--- src/rtl/shift_sequencer_if.sv ---
// Handshake bundle between issue logic, shift_sequencer and the ALU result mux.
// master = requester/consumer side, slave = the sequencer.
interface shift_sequencer_if #(
    parameter int DATA_W  = 32,
    parameter int SHAMT_W = 5
);
    logic               in_valid;
    logic               in_ready;
    logic [DATA_W-1:0]  B;
    logic [SHAMT_W-1:0] shamt;
    logic [1:0]         ALUfun;
    logic               abort;
    logic               out_valid;
    logic               out_ready;
    logic [DATA_W-1:0]  result;
    logic               busy;

    modport master (
        output in_valid, B, shamt, ALUfun, abort, out_ready,
        input  in_ready, out_valid, result, busy
    );

    modport slave (
        input  in_valid, B, shamt, ALUfun, abort, out_ready,
        output in_ready, out_valid, result, busy
    );
endinterface

--- src/rtl/shift_sequencer.sv ---
// Multicycle shifter: one power-of-two stage (16,8,4,2,1) per clock on a working register.
// Define SHIFT_SEQ_SKIP_ZERO_EN to visit only stages whose shamt bit is set.
module shift_sequencer #(
    parameter int DATA_W  = 32,
    parameter int SHAMT_W = 5
) (
    input  logic              clk,
    input  logic              reset,
    shift_sequencer_if.slave  bus
);
    localparam int IDX_W = (SHAMT_W > 1) ? $clog2(SHAMT_W) : 1;

    typedef enum logic [1:0] {IDLE, SHIFT, DONE} state_t;

    state_t             state_reg, state_next;
    logic [IDX_W-1:0]   stage_reg, stage_next;
    logic [DATA_W-1:0]  work_reg, work_next;
    logic [SHAMT_W-1:0] shamt_reg, shamt_next;
    logic [1:0]         fun_reg, fun_next;
    logic [DATA_W-1:0]  result_reg, result_next;
    logic               out_valid_reg, out_valid_next;

    logic               in_ready;
    logic               accept;
    logic [DATA_W-1:0]  stage_out [SHAMT_W];
    logic [DATA_W-1:0]  shifted;

    // One fixed-distance shifter per stage; only the current stage's output is used.
    genvar gi;
    generate
        for (gi = 0; gi < SHAMT_W; gi++) begin : g_stage
            logic signed [DATA_W-1:0] sra_val;
            assign sra_val = $signed(work_reg) >>> (1 << gi);
            assign stage_out[gi] = fun_reg[1] ? $unsigned(sra_val)
                                 : (fun_reg[0] ? (work_reg >> (1 << gi))
                                               : (work_reg << (1 << gi)));
        end
    endgenerate

    always_comb begin
        shifted = work_reg;
        for (int i = 0; i < SHAMT_W; i++) begin
            if (stage_reg == IDX_W'(i)) shifted = stage_out[i];
        end
    end

`ifdef SHIFT_SEQ_SKIP_ZERO_EN
    function automatic logic [IDX_W-1:0] top_bit(input logic [SHAMT_W-1:0] v);
        logic [IDX_W-1:0] idx;
        idx = '0;
        for (int i = 0; i < SHAMT_W; i++) begin
            if (v[i]) idx = IDX_W'(i);
        end
        return idx;
    endfunction
`endif

    assign in_ready = !bus.abort &&
                      ((state_reg == IDLE) || ((state_reg == DONE) && bus.out_ready));
    assign accept   = bus.in_valid && in_ready;

    always_comb begin
`ifdef SHIFT_SEQ_SKIP_ZERO_EN
        logic [SHAMT_W-1:0] pending;
        pending        = '0;
`endif
        state_next     = state_reg;
        stage_next     = stage_reg;
        work_next      = work_reg;
        shamt_next     = shamt_reg;
        fun_next       = fun_reg;
        result_next    = result_reg;
        out_valid_next = out_valid_reg;

        if (bus.abort) begin
            // Flush wins over everything; result keeps its last value.
            state_next     = IDLE;
            out_valid_next = 1'b0;
        end else begin
            case (state_reg)
                SHIFT: begin
`ifdef SHIFT_SEQ_SKIP_ZERO_EN
                    // shamt_reg holds the bits still to apply; stage_reg is its top set bit.
                    work_next  = shifted;
                    pending    = shamt_reg & ~(SHAMT_W'(1) << stage_reg);
                    shamt_next = pending;
                    stage_next = top_bit(pending);
                    if (pending == '0) begin
                        state_next     = DONE;
                        result_next    = shifted;
                        out_valid_next = 1'b1;
                    end
`else
                    if (shamt_reg[stage_reg]) work_next = shifted;
                    if (stage_reg == '0) begin
                        state_next     = DONE;
                        result_next    = work_next;
                        out_valid_next = 1'b1;
                    end else begin
                        stage_next = stage_reg - 1'b1;
                    end
`endif
                end
                DONE: begin
                    if (bus.out_ready) begin
                        state_next     = IDLE;
                        out_valid_next = 1'b0;
                    end
                end
                default: ;
            endcase

            if (accept) begin
                work_next  = bus.B;
                shamt_next = bus.shamt;
                fun_next   = bus.ALUfun;
                state_next = SHIFT;
                stage_next = IDX_W'(SHAMT_W - 1);
`ifdef SHIFT_SEQ_SKIP_ZERO_EN
                stage_next = top_bit(bus.shamt);
                if (bus.shamt == '0) begin
                    state_next     = DONE;
                    result_next    = bus.B;
                    out_valid_next = 1'b1;
                end
`endif
            end
        end
    end

    always_ff @(posedge clk or posedge reset) begin
        if (reset) begin
            state_reg     <= IDLE;
            stage_reg     <= IDX_W'(SHAMT_W - 1);
            work_reg      <= '0;
            shamt_reg     <= '0;
            fun_reg       <= '0;
            result_reg    <= '0;
            out_valid_reg <= 1'b0;
        end else begin
            state_reg     <= state_next;
            stage_reg     <= stage_next;
            work_reg      <= work_next;
            shamt_reg     <= shamt_next;
            fun_reg       <= fun_next;
            result_reg    <= result_next;
            out_valid_reg <= out_valid_next;
        end
    end

    assign bus.in_ready  = in_ready;
    assign bus.out_valid = out_valid_reg;
    assign bus.result    = result_reg;
    assign bus.busy      = (state_reg != IDLE);
endmodule

--- src/flat_wrapper.sv ---
// flat-port wrapper written by rule: the top's interface ports become plain ports
module shift_sequencer_flat 
#(
    parameter int DATA_W  = 32,
    parameter int SHAMT_W = 5
)
  (clk, reset, bus_in_valid, bus_B, bus_shamt, bus_ALUfun, bus_abort, bus_out_ready, bus_in_ready, bus_out_valid, bus_result, bus_busy);
  shift_sequencer_if #(.DATA_W(DATA_W), .SHAMT_W(SHAMT_W)) bus_i ();
  input  logic clk;
  input  logic reset;
  input wire logic [$bits(bus_i.in_valid)-1:0] bus_in_valid;
  input wire logic [$bits(bus_i.B)-1:0] bus_B;
  input wire logic [$bits(bus_i.shamt)-1:0] bus_shamt;
  input wire logic [$bits(bus_i.ALUfun)-1:0] bus_ALUfun;
  input wire logic [$bits(bus_i.abort)-1:0] bus_abort;
  input wire logic [$bits(bus_i.out_ready)-1:0] bus_out_ready;
  output wire logic [$bits(bus_i.in_ready)-1:0] bus_in_ready;
  output wire logic [$bits(bus_i.out_valid)-1:0] bus_out_valid;
  output wire logic [$bits(bus_i.result)-1:0] bus_result;
  output wire logic [$bits(bus_i.busy)-1:0] bus_busy;
  assign bus_i.in_valid = bus_in_valid;
  assign bus_i.B = bus_B;
  assign bus_i.shamt = bus_shamt;
  assign bus_i.ALUfun = bus_ALUfun;
  assign bus_i.abort = bus_abort;
  assign bus_i.out_ready = bus_out_ready;
  assign bus_in_ready = bus_i.in_ready;
  assign bus_out_valid = bus_i.out_valid;
  assign bus_result = bus_i.result;
  assign bus_busy = bus_i.busy;
  shift_sequencer #(.DATA_W(DATA_W), .SHAMT_W(SHAMT_W)) u_core (.clk(clk), .reset(reset), .bus(bus_i));
endmodule
--- config.mk ---
export PLATFORM = sky130hd
export DESIGN_NAME = shift_sequencer_flat
export DESIGN_NICKNAME = d
export VERILOG_FILES = /design/src/rtl/shift_sequencer_if.sv /design/src/rtl/shift_sequencer.sv /design/src/flat_wrapper.sv
export SDC_FILE = /design/constraint.sdc
export NUM_CORES = 1
export LEC_CHECK = 0
export CORE_MARGIN = 10
export CORE_UTILIZATION = 47
export CTS_CLUSTER_SIZE = 12
export DETAILED_ROUTE_END_ITERATION = 7
export GPL_TIMING_DRIVEN = 0
export PLACE_DENSITY = 0.7
export SLEW_MARGIN = 30
export SYNTH_ARGS = -nofsm -noshare
export SYNTH_HDL_FRONTEND = slang
export SYNTH_SLANG_ARGS = --single-unit
export TNS_END_PERCENT = 5
--- constraint.sdc ---
create_clock -name clk -period 3 [get_ports clk]
set_input_delay 0.45 -clock clk [delete_from_list [all_inputs] [get_ports clk]]
set_output_delay 0.45 -clock clk [all_outputs]
set_load 0.05 [all_outputs]
==> reports/qor.csv <==
stage,metric,value,unit
status,status,finished with violations,
status,violations,"design-rule violations, negative setup slack",
setup_path,critPathMaxFanout,10,
global_routing,grt_max_degree,41,
worst_hold_path,min_path_type,primary input to asynchronous set/reset pin,
sta,slew-limit-headroom,0.3861,
pwr,leakagePower,2.821,nW
cts,cts_buffer_depth,2,
sta,setup_violations,1,
cts,cts_root_buffer,clkbuf_16,
setup_path,r2r_slack,-10,ps
setup_path,worstSetupEndpointType,flop,
yosys,syn-num-nets,831,
setup_path,cp.arrival,3250,ps
cts,cts_sinks,77,
sta,min_period,3013,ps
sta,holdWs,480.9,ps
global_routing,track_usage,0.3413,
placement,gp_congestion,1.159,
placement,portBuffers,78,
detailed_routing,drtIter0Drc,1549,
cts,htree_levels,3,
sta,hold_viol,0,
yosys,syn_avg_cell_area,7.808,sq um
detailed_routing,finalWirelength,31.56,mm
yosys,synth_edf_count,0,
pwr,power_density,1279,nW/um^2
layout,final_cell_area,7470,sq um
setup_path,crit_type,flop to flop,
setup_path,start_kind,flop,
cts,cts_tree,built,
yosys,synth_top_cells_by_area,"dfrtp_1 31%, nand2_1 6.1%, a21oi_1 5.5%, o21ai_0 5.0%, a211oi_1 4.2%",
placement,hpwl,23.00,mm
floorplan,die_h,134.0,microns
layout,drive_gt1_frac,0.09806,
sta,fin_ws,-13.49,ps
layout,mostFrequentLayoutCell,nand2_1,
sta,fin_worst_skew,11.13,ps
sta,worst_slew_pin_slew,920.8,ps
placement,placed_cell_area,7124,sq um
yosys,yosysTopAreaCell,dfrtp_1,
global_routing,grt_pass1_vias,7658,
layout,area_growth,22.34,%
cts,post_cts_buffers,0,
layout,nets,921,
floorplan,die-area,17950,sq um
cts,clock_latency,360,ps
setup_path,crit_required,3240,ps
cts,cts-resized-gates,0,
floorplan,die_x,134.0,microns
detailed_routing,drc,40,
detailed_routing,via_count,7788,
layout,antennaDiodeCount,0,
yosys,yosysSeqAreaShare,0.3158,
yosys,synthCells,782,
yosys,yosys.area.top_type_share,0.3115,
global_routing,grt_first_pass_wirelength,47.16,mm
cts,path_clk_slew,60,ps
yosys,synthArstFlopShare,1.000,
sta,maxSlewViolCount,0,
yosys,synth_area,6106,sq um
yosys,ys_seq_elements,77,
job,cap_viol_max_count,0,
yosys,yosys_warnings,0,
pwr,total_power,9.556,mW
layout,layout_common_cells,"100 x nand2_1, 78 x clkdlybuf4s50_1, 76 x dfrtp_1",
sta,fmax,331.8,MHz
floorplan,fp.coreArea,12670,sq um
placement,pre_cts_ws,-186.1,ps
pwr,ir_worst_vdd,605.1,uV
detailed_routing,postRouteAntennaNets,0,
detailed_routing,vias_per_cell,7.424,
floorplan,start_util,0.4819,
global_routing,grt-ovfl-total,0,
cts,cts_hold_buf,0,
yosys,synth_cell_types,64,
sta,rsz0062_at_grt,true,
floorplan,io_pins,79,
floorplan,rows,41,
cts,numCtsBuffers,9,
detailed_routing,wl_per_cell,30.09,microns
detailed_routing,drtPass1Iterations,8,
yosys,synth_ff_type,dfrtp_1,
sta,post-route-period-util,1.004,
global_routing,antenna_found_initial,0,
layout make-up:
type	count	area [sq um]
flip-flops and latches	77	1928
clock buffers	11	232.7
clock inverters	5	107.6
repair buffers	79	800.8
inverters	5	21.27
fillers	1181	5201
multi-input cells	613	3724
plain buffers	87	440.4
well taps	172	215.2
synth_stat cells (all sizes together) (2+ instances only):
| master | count |
|---|---|
| nand2 | 100 |
| dfrtp | 76 |
| a21oi | 67 |
| o21ai | 66 |
| buf | 53 |
| nor2 | 49 |
| nor3 | 40 |
| a31oi | 39 |
| a211oi | 36 |
| clkbuf | 34 |
| a221oi | 19 |
| and3 | 17 |
| nand3 | 17 |
| o31ai | 16 |
| a32oi | 13 |
| mux2i | 13 |
| o221ai | 11 |
| o211ai | 10 |
| a311oi | 9 |
| o21a | 9 |
| a41oi | 6 |
| nand2b | 6 |
| nor3b | 6 |
| o22ai | 6 |
| ha | 5 |
| inv | 5 |
| nor2b | 5 |
| or3b | 5 |
| a22oi | 4 |
| and2 | 4 |
| o311ai | 4 |
| or3 | 4 |
| a21boi | 3 |
| a2bb2oi | 3 |
| o2bb2ai | 3 |
| o41ai | 3 |
| a22o | 2 |
path summary, 6_finish.rpt:
kind                                      from               endpoint  cells after the start
max                        u_core.stage_reg[0]  u_core.bus.result[27]                      8
min                                      reset  u_core.bus.result[13]                      2
max reg2reg                u_core.stage_reg[0]  u_core.bus.result[27]                      8
min reg2reg                u_core.shamt_reg[4]    u_core.shamt_reg[4]                      2
max in group asynchronous                reset    u_core.stage_reg[2]                      3
min in group clk           u_core.shamt_reg[4]    u_core.shamt_reg[4]                      2
kinds of logic (layout without fill, tap and decap cells):
| group | Yosys count | count (layout) | synth area share |
|---|---|---|---|
| AO/OA/AOI/OAI | 336 | 336 | 0.3705 |
| XOR/XNOR | 1 | 1 | 0.001435 |
| adder cells (fa/ha/maj) | 5 | 5 | 0.01025 |
| buffers and inverters | 92 | 187 | 0.07521 |
| flip-flops | 77 | 77 | 0.3158 |
| multiplexers | 13 | 13 | 0.02131 |
| AND/OR/NAND/NOR | 258 | 258 | 0.2055 |
routing by layer:
| layer | wire [microns] | vias to the layer above | global-route usage |
|---|---|---|---|
| met5 | 0 | - | 0 |
| met1 | 11560 | 3663 | 0.4145 |
| met2 | 13030 | 754 | 0.4981 |
| met3 | 4730 | 197 | 0.1367 |
| li1 | - | 3174 | - |
| met4 | 2246 | 0 | 0.2031 |
worst max-delay path, cell delays in order (launching register included):
cell and delay, ps:
dfrtp_1 490, inv_2 130, ha_1 140, buf_2 200, nor2_1 60, nor2_1 420, clkbuf_1 690, o221ai_1 380
a211oi_1 370
power breakdown:
| group | internal (mW) | switching (mW) |
|---|---|---|
| clock network | 0.819 | 0.480 |
| logic | 1.96 | 4.28 |
| registers | 1.49 | 0.529 |
through the flow:
stage / utilization / instances / TNS (ps)
2_1_floorplan: - / 782 / 0
3_3_place_gp: 0.5605 / 1032 / -43930
3_5_place_dp: 0.5623 / 1033 / -3218
4_1_cts: 0.5891 / 1049 / 0
5_1_grt: 0.5895 / 1049 / -1.617
6_report: 0.5895 / 1049 / -13.49
(Power assumes the default switching activity.)
